### src/rtl/vga_sync_if.sv
// ============================================================================
// Module      : vga_sync_if
// Description : Pixel-side bundle between the VGA timing generator and its
//               overlay/DAC consumers.
// Revision    : 1.0  initial release
// ============================================================================
`default_nettype none

interface vga_sync_if;
    logic [11:0] rgb_in;
    logic [9:0]  pixel_x;
    logic [9:0]  pixel_y;
    logic        p_tick;
    logic        video_on;
    logic        hsync;
    logic        vsync;
    logic        frame_start;
    logic [11:0] rgb_out;

    modport master (
        input  rgb_in,
        output pixel_x, pixel_y, p_tick, video_on,
        output hsync, vsync, frame_start, rgb_out
    );

    modport slave (
        output rgb_in,
        input  pixel_x, pixel_y, p_tick, video_on,
        input  hsync, vsync, frame_start, rgb_out
    );
endinterface

`default_nettype wire

### src/rtl/vga_sync_gen.sv
// ============================================================================
// Module      : vga_sync_gen
// Description : 640x480@60 VGA timing generator with pixel strobe, sync pins,
//               frame pulse and a registered, blanked RGB output stage.
// Revision    : 1.0  initial release
// ============================================================================
`default_nettype none

module vga_sync_gen #(
    parameter int H_DISPLAY = 640,
    parameter int H_FRONT   = 16,
    parameter int H_SYNC    = 96,
    parameter int H_BACK    = 48,
    parameter int V_DISPLAY = 480,
    parameter int V_FRONT   = 10,
    parameter int V_SYNC    = 2,
    parameter int V_BACK    = 33,
    parameter int TICK_DIV  = 4
) (
    input  wire          clk,
    input  wire          reset,
    vga_sync_if.master   bus
);

    localparam int DIV_W = $clog2(TICK_DIV);

    localparam int          c_h_total    = H_DISPLAY + H_FRONT + H_SYNC + H_BACK;
    localparam int          c_v_total    = V_DISPLAY + V_FRONT + V_SYNC + V_BACK;
    localparam logic [9:0]  c_h_last     = 10'(c_h_total - 1);
    localparam logic [9:0]  c_v_last     = 10'(c_v_total - 1);
    localparam logic [9:0]  c_h_disp     = 10'(H_DISPLAY);
    localparam logic [9:0]  c_v_disp     = 10'(V_DISPLAY);
    localparam logic [9:0]  c_hs_start   = 10'(H_DISPLAY + H_FRONT);
    localparam logic [9:0]  c_hs_end     = 10'(H_DISPLAY + H_FRONT + H_SYNC - 1);
    localparam logic [9:0]  c_vs_start   = 10'(V_DISPLAY + V_FRONT);
    localparam logic [9:0]  c_vs_end     = 10'(V_DISPLAY + V_FRONT + V_SYNC - 1);
    localparam logic [DIV_W-1:0] c_div_last = DIV_W'(TICK_DIV - 1);

    logic [DIV_W-1:0] r_div_cnt;
    logic [9:0]       r_h;
    logic [9:0]       r_v;
    logic             r_hsync;
    logic             r_vsync;
    logic             r_frame_start;
    logic [11:0]      r_rgb;

    logic             w_tick;
    logic             w_h_end;
    logic             w_v_end;
    logic             w_video_on;
    logic [9:0]       w_h_next;
    logic [9:0]       w_v_next;

    assign w_tick     = (r_div_cnt == c_div_last);
    assign w_h_end    = (r_h == c_h_last);
    assign w_v_end    = (r_v == c_v_last);
    assign w_video_on = (r_h < c_h_disp) && (r_v < c_v_disp);

    // Next-state counters feed the sync registers so sync lines up with the
    // coordinates they describe rather than lagging them by one clock.
    always_comb begin
        w_h_next = r_h;
        w_v_next = r_v;
        if (w_tick) begin
            w_h_next = w_h_end ? 10'd0 : r_h + 10'd1;
            if (w_h_end) begin
                w_v_next = w_v_end ? 10'd0 : r_v + 10'd1;
            end
        end
    end

    always_ff @(posedge clk) begin
        if (reset) begin
            r_div_cnt     <= '0;
            r_h           <= 10'd0;
            r_v           <= 10'd0;
            r_hsync       <= 1'b1;
            r_vsync       <= 1'b1;
            r_frame_start <= 1'b0;
            r_rgb         <= 12'h000;
        end else begin
            r_div_cnt     <= w_tick ? '0 : r_div_cnt + DIV_W'(1);
            r_h           <= w_h_next;
            r_v           <= w_v_next;
            r_hsync       <= !((w_h_next >= c_hs_start) && (w_h_next <= c_hs_end));
            r_vsync       <= !((w_v_next >= c_vs_start) && (w_v_next <= c_vs_end));
            r_frame_start <= w_tick && w_h_end && w_v_end;
            r_rgb         <= w_video_on ? bus.rgb_in : 12'h000;
        end
    end

    assign bus.pixel_x     = r_h;
    assign bus.pixel_y     = r_v;
    assign bus.p_tick      = w_tick;
    assign bus.video_on    = w_video_on;
    assign bus.hsync       = r_hsync;
    assign bus.vsync       = r_vsync;
    assign bus.frame_start = r_frame_start;
    assign bus.rgb_out     = r_rgb;

endmodule

`default_nettype wire

### src/flat_wrapper.sv
// flat-port wrapper written by rule: the top's interface ports become plain ports
module vga_sync_gen_flat 
#(
    parameter int H_DISPLAY = 640,
    parameter int H_FRONT   = 16,
    parameter int H_SYNC    = 96,
    parameter int H_BACK    = 48,
    parameter int V_DISPLAY = 480,
    parameter int V_FRONT   = 10,
    parameter int V_SYNC    = 2,
    parameter int V_BACK    = 33,
    parameter int TICK_DIV  = 4
)
  (clk, reset, bus_rgb_in, bus_pixel_x, bus_pixel_y, bus_p_tick, bus_video_on, bus_hsync, bus_vsync, bus_frame_start, bus_rgb_out);
  vga_sync_if bus_i ();
  input  wire clk;
  input  wire reset;
  input wire logic [$bits(bus_i.rgb_in)-1:0] bus_rgb_in;
  output wire logic [$bits(bus_i.pixel_x)-1:0] bus_pixel_x;
  output wire logic [$bits(bus_i.pixel_y)-1:0] bus_pixel_y;
  output wire logic [$bits(bus_i.p_tick)-1:0] bus_p_tick;
  output wire logic [$bits(bus_i.video_on)-1:0] bus_video_on;
  output wire logic [$bits(bus_i.hsync)-1:0] bus_hsync;
  output wire logic [$bits(bus_i.vsync)-1:0] bus_vsync;
  output wire logic [$bits(bus_i.frame_start)-1:0] bus_frame_start;
  output wire logic [$bits(bus_i.rgb_out)-1:0] bus_rgb_out;
  assign bus_i.rgb_in = bus_rgb_in;
  assign bus_pixel_x = bus_i.pixel_x;
  assign bus_pixel_y = bus_i.pixel_y;
  assign bus_p_tick = bus_i.p_tick;
  assign bus_video_on = bus_i.video_on;
  assign bus_hsync = bus_i.hsync;
  assign bus_vsync = bus_i.vsync;
  assign bus_frame_start = bus_i.frame_start;
  assign bus_rgb_out = bus_i.rgb_out;
  vga_sync_gen #(.H_DISPLAY(H_DISPLAY), .H_FRONT(H_FRONT), .H_SYNC(H_SYNC), .H_BACK(H_BACK), .V_DISPLAY(V_DISPLAY), .V_FRONT(V_FRONT), .V_SYNC(V_SYNC), .V_BACK(V_BACK), .TICK_DIV(TICK_DIV)) u_core (.clk(clk), .reset(reset), .bus(bus_i));
endmodule
### config.mk
export PLATFORM = sky130hd
export DESIGN_NAME = vga_sync_gen_flat
export DESIGN_NICKNAME = d
export VERILOG_FILES = /design/src/rtl/vga_sync_if.sv /design/src/rtl/vga_sync_gen.sv /design/src/flat_wrapper.sv
export SDC_FILE = /design/constraint.sdc
export NUM_CORES = 1
export LEC_CHECK = 0
export CAP_MARGIN = 30
export CORE_ASPECT_RATIO = 0.8
export CORE_MARGIN = 2
export CORE_UTILIZATION = 45
export CTS_CLUSTER_SIZE = 25
export DETAILED_ROUTE_END_ITERATION = 16
export PLACE_DENSITY = 0.78
export SLEW_MARGIN = 10
export SYNTH_ARGS = -nofsm -noshare
export SYNTH_HDL_FRONTEND = slang
export SYNTH_SLANG_ARGS = --single-unit
### constraint.sdc
create_clock -name clk -period 2.4 [get_ports clk]
set_input_delay 0.48 -clock clk [delete_from_list [all_inputs] [get_ports clk]]
set_output_delay 0.48 -clock clk [all_outputs]
set_load 0.02 [all_outputs]
Word level (Yosys, flattened, before mapping)
Cells that the tools add are included.
{ "classes": {"add_sub_neg": 3, "n_lt_le_gt_ge": 6, "eq_ne": 3, "n_mux": 5, "bitwise_logic": 1, "reduce_logical": 9} }
{ "op_table": {"columns": ["operator", "count"], "rows": [
  ["$mux 10", 5],
  ["$add 10x1->10 const B", 2],
  ["$eq 10x10->1 const B", 2],
  ["$ge 10x10->1 const B", 1],
  ["$ge 10x9->1 const B", 1],
  ["$le 10x10->1 const B", 1],
  ["$le 10x9->1 const B", 1],
  ["$lt 10x10->1 const B", 1],
  ["$lt 10x9->1 const B", 1],
  ["$logic_and 1x1->1", 5],
  ["$reduce_or 2->1", 2],
  ["$add 2x1->2 const B", 1],
  ["$eq 2x2->1 const B", 1],
  ["$logic_not 1->1", 2],
  ["$not 1->1", 1]
]} }
{ "word_totals": {"regBits": 37, "output_inout_bits": 37, "wordCells": 34} }

Depth between registers and ports, before layout
{ "logic_depth": {"depth_word": 7, "ltp_mapped": 8} }

Worst setup path after synthesis
Ideal clock, no wire load.
{ "synth_timing": {"path_type": "flip-flop to flip-flop", "from": "reg u_core.r_div_cnt[0]", "to": "reg u_core.r_vsync (netlist: u_core.bus.vsync)", "setup_time_ns": 0.131, "arrival_time_ns": 1.876, "t_required_ns": 2.269, "setup_slack_ns": 0.393, "stages_incl_launch_ff": 8, "path_buffers": 1, "period_less_slack_ns": 2.007, "path_cell_list": "dfxtp_1 ha_1 buf_6 and3_2 nand4_4 or3_4 a221oi_2 nand4_1"} }
{ "synth_between": {"elab_chain_len": 5, "word_cells_on_any_way": 6, "cone_classes": "2 x order compare; 1 x eq/ne; 1 x mux; 2 x reduce/logical"} }
{ "synth_rtl": {"columns": ["item", "line_no", "rtl"], "rows": [
  ["start, declared", "vga_sync_gen.sv:39", "logic [DIV_W-1:0] r_div_cnt;"],
  ["start signal, assigned", "vga_sync_gen.sv:82", "r_div_cnt <= w_tick ? '0 : r_div_cnt + DIV_W'(1);"],
  ["$eq 2x2->1 (*)", "vga_sync_gen.sv:54", "assign w_tick = (r_div_cnt == c_div_last);"],
  ["via bus_p_tick", "flat_wrapper.sv:21", "output wire logic [$bits(bus_i.p_tick)-1:0] bus_p_tick;"],
  ["$mux 10 (*)", "vga_sync_gen.sv:64", "if (w_tick) begin"],
  ["$ge 10x9->1 / $le 10x9->1 (equally long branches)", "vga_sync_gen.sv:86", "r_vsync <= !((w_v_next >= c_vs_start) && (w_v_next <= c_vs_end));"],
  ["$logic_and 1x1->1 (*)", "vga_sync_gen.sv:86", null],
  ["$logic_not 1->1 (*)", "vga_sync_gen.sv:86", null],
  ["end signal, assigned", "vga_sync_gen.sv:86", null],
  ["end, declared", "vga_sync_gen.sv:43", "logic r_vsync;"]
]} }
Mark *: on every way through the listed nets, which the timed path passes. The rest lies on a longest branch.
A chain may end at the register's enable or synchronous reset.

Worst setup path after layout
{ "layout_timing": {"from": "reg u_core.r_h[7] (netlist: u_core.bus.pixel_x[7])", "to": "out bus_video_on"} }
{ "layout_between": {"elab_chain_len": 2} }
{ "layout_rtl": {"columns": ["item", "line_no", "rtl"], "rows": [
  ["start, declared", "vga_sync_gen.sv:40", "logic [9:0] r_h;"],
  ["start signal, assigned", "vga_sync_gen.sv:83", "r_h <= w_h_next;"],
  ["$lt 10x10->1", "vga_sync_gen.sv:57", "assign w_video_on = (r_h < c_h_disp) && (r_v < c_v_disp);"],
  ["$logic_and 1x1->1", "vga_sync_gen.sv:57", null],
  ["end, declared", "flat_wrapper.sv:22", "output wire logic [$bits(bus_i.video_on)-1:0] bus_video_on;"]
]} }
No other way between the ends.

==> results.py <==
metrics = {
    "clock_tree": {
        "ctsLongestPathBuffers": 2,
        "clock_latency_ns": 0.28,
        "path_clk_slew_ns": 0.07,
        "postCtsSetupRepairBufs": 0,
        "cts.sinks": 37,
        "hold_buffers": 0,
        "htreeDepth": 2,
        "cts_resized": 0,
        "cts_root_buf": "clkbuf_8",
        "cts_tree": "done",
        "cts_buffers": 5,
    },
    "sta": {
        "finalHoldViolations": 0,
        "layout_setup_ws_ns": 0.181,
        "final.min_clock_period_ns": 2.22,
        "worstMarginPinSlew_ns": 0.550,
        "finalMaxSlewViolations": 0,
        "fin_crit_sh": 0.925,
        "setup_viol": 0,
        "rsz0062_at_grt": "no",
        "clock_skew_ns": 0.00524,
        "fmax_mhz": 451,
        "worst_hold_slack_ns": 0.430,
        "fin_setup_tns_ns": 0,
        "relSlewSlack": 0.633,
    },
    "critical_path": {
        "critPathArrivalTime_ns": 1.74,
        "endpoint_kind": "primary output",
        "critPathMaxFanout": 6,
        "worst_ep_required_time_ns": 1.92,
        "start_kind": "flop",
        "path_class": "reg2out",
    },
    "routing": {
        "dr.pass1.iters": 4,
        "ant_nets": 0,
        "wl_per_cell_um": 13.4,
        "routed_wl_um": 3490,
        "viasPerCell": 5.15,
        "vias": 1343,
        "drt_iter0_drc": 46,
        "drc": 0,
    },
    "logic_synthesis": {
        "yosysSeqAreaShare": 0.466,
        "synth_nets": 184,
        "synth_top_area_frac": 0.466,
        "synth_edf_count": 0,
        "syn_area_um2": 1590,
        "ys_ff_latch": 37,
        "avgSynthCellArea_um2": 9.57,
        "synthCells": 166,
        "synth_top_area_cell": "dfxtp_1",
        "synthFlopType": "dfxtp_1",
        "synthArstFlopShare": 0,
        "yosys.cell_types.count": 39,
        "yosys_warnings": 0,
        "netlist_top_cells_area": "dfxtp_1, and2_1, xnor2_1",
    },
    "grt": {
        "grt_pass1_wl_um": 5640,
        "gr-usage-all-layers": 0.181,
        "grt_pass1_vias": 1228,
        "grt_start_max_net_pins": 13,
        "globalRouteOverflowTotal": 0,
        "grt_antenna_before_repair": 0,
    },
    "die": {
        "start_util": 0.467,
        "core_area_um2": 3400,
        "io_pins": 51,
        "rows": 19,
        "die_h_um": 57.2,
        "die_w_um": 70.4,
        "die_area_um2": 4030,
    },
    "power_and_ir_drop": {
        "power_frac_comb": 0.083,
        "switching_share": 0.222,
        "clkPwrFrac": 0.357,
        "power.switching_uw": 252,
        "p_leak_nw": 0.820,
        "powerDensity_nw_per_um2": 519,
        "sequentialPowerShare": 0.560,
        "ir_drop_mv": 0.388,
        "power.internal_uw": 885,
    },
    "min_path": {
        "hold_path_class": "reg2reg",
    },
    "finish": {
        "finalInstanceArea_um2": 2190,
        "diodes": 0,
        "num-nets-final": 236,
        "drive_gt1_frac": 0.0776,
        "area.growth.synth_to_final_pct": 38.0,
        "n_fill_cell": 278,
    },
    "place": {
        "port_buffers": 50,
        "dp_hpwl_um": 2590,
        "placed_area_um2": 2110,
        "place_congestion": 0.847,
        "dp_slack_ns": 0.426,
    },
    "flow_run": {
        "cap_violations": 0,
    },
    "status": {
        "status": "finished, final reports clean",
    },
}
[final timing paths]
path,slack [ns],cells past startpoint,start,to
setup / recovery,0.18,3,u_core.bus.pixel_x[7]$_SDFF_PP0_,bus_video_on
hold / removal,0.43,1,u_core.r_div_cnt[0]$_SDFF_PP0_,u_core.r_div_cnt[0]$_SDFF_PP0_
setup reg to reg,0.38,7,u_core.bus.pixel_y[0]$_SDFF_PP0_,u_core.bus.pixel_y[0]$_SDFF_PP0_
hold reg to reg,0.43,1,u_core.r_div_cnt[0]$_SDFF_PP0_,u_core.r_div_cnt[0]$_SDFF_PP0_
[synthesized netlist by cell type (3+ instances only)]
| library cell | instances |
|---|---|
| dfxtp_1 | 37 |
| nor2_1 | 16 |
| and2_1 | 13 |
| nand2_1 | 10 |
| nor3_1 | 10 |
| nand3_1 | 7 |
| xnor2_1 | 7 |
| xor2_1 | 7 |
| nand4_1 | 6 |
| nor4_1 | 5 |
| o21ai_0 | 5 |
| ha_1 | 4 |
| a21oi_1 | 3 |
| inv_1 | 3 |
| nor2b_1 | 3 |
[registers in the layout, indices dropped and copies added, names as in the netlist]
name                    count
u_core.bus.frame_start      1
u_core.bus.pixel_x         10
u_core.bus.pixel_y         10
u_core.r_div_cnt            2
u_core.bus.hsync            1
u_core.bus.vsync            1
u_core.bus.rgb_out         12
[worst max-delay path, stage by stage (launching register included)]
cell and delay, ns:
dfxtp_1 0.39, o21ai_0 0.22, and3b_1 0.23, clkdlybuf4s50_1 0.61
[metrics by stage]
stage,instances,util,power [mW]
3_3_place_gp,253,0.621,0.743
4_1_cts,261,0.645,1.15
3_5_place_dp,253,0.621,0.747
6_report,261,0.645,1.14
5_1_grt,261,0.645,1.18
2_1_floorplan,166,-,0.696
[routing by layer]
| metal | routed length, um | track usage | vias to the layer above |
|---|---|---|---|
| li1 | - | - | 682 |
| met1 | 1620 | 0.235 | 610 |
| met2 | 1570 | 0.286 | 47 |
| met3 | 254 | 0.0601 | 4 |
| met4 | 51 | 0.0604 | 0 |
| met5 | 0 | 0 | - |
[cell type report]
class / instances / area, um^2 / share of cell area
Timing Repair Buffer: 53 / 523 / 0.239
Clock buffer: 6 / 72.6 / 0.0331
Tap cell: 42 / 52.6 / 0.0240
Clock inverter: 2 / 10.0 / 0.00457
Multi-Input combinational cell: 118 / 782 / 0.357
Inverter: 3 / 11.3 / 0.00514
Sequential cell: 37 / 741 / 0.338
[cells in the final DEF, fill, tap and decap left out, types with 2 or more instances in the layout]
master | Yosys | routed
clkdlybuf4s50_1 | 0 | 50
buf_4 | 2 | 3
a21oi_1 | 3 | 3
nand3_1 | 7 | 7
ha_1 | 4 | 4
or3_1 | 2 | 2
dfxtp_1 | 37 | 37
nor2b_1 | 3 | 3
nand2_1 | 10 | 10
o21ai_0 | 5 | 5
clkinv_2 | 0 | 2
nor3_1 | 10 | 10
nand3b_1 | 2 | 2
xor2_1 | 7 | 7
inv_1 | 3 | 3
nor2_1 | 16 | 16
clkbuf_8 | 0 | 5
nor4_1 | 5 | 5
and2_1 | 13 | 13
nand4_1 | 6 | 6
xnor2_1 | 7 | 7
mux2i_1 | 2 | 2
[power groups by stage]
stage / Clock (mW) / Sequential, mW / Combinational (mW)
3_5_place_dp: 0 / 0.651 / 0.0953
3_3_place_gp: 0 / 0.650 / 0.0930
2_1_floorplan: 0 / 0.666 / 0.0299
4_1_cts: 0.415 / 0.637 / 0.0960
6_report: 0.406 / 0.637 / 0.0948
5_1_grt: 0.444 / 0.638 / 0.102
[cells by family (layout without fill, tap and decap cells)]
logic type,after synthesis,after routing,share of synthesized area
flip-flops,37,37,0.466
buffers and inverters,11,64,0.0417
XOR/XNOR,14,14,0.0772
AO/OA/AOI/OAI,13,13,0.0575
multiplexers,2,2,0.0126
AND/OR/NAND/NOR,85,85,0.313
adder cells (fa/ha/maj),4,4,0.0315
No activity file was read; power rests on OpenSTA's default activity.
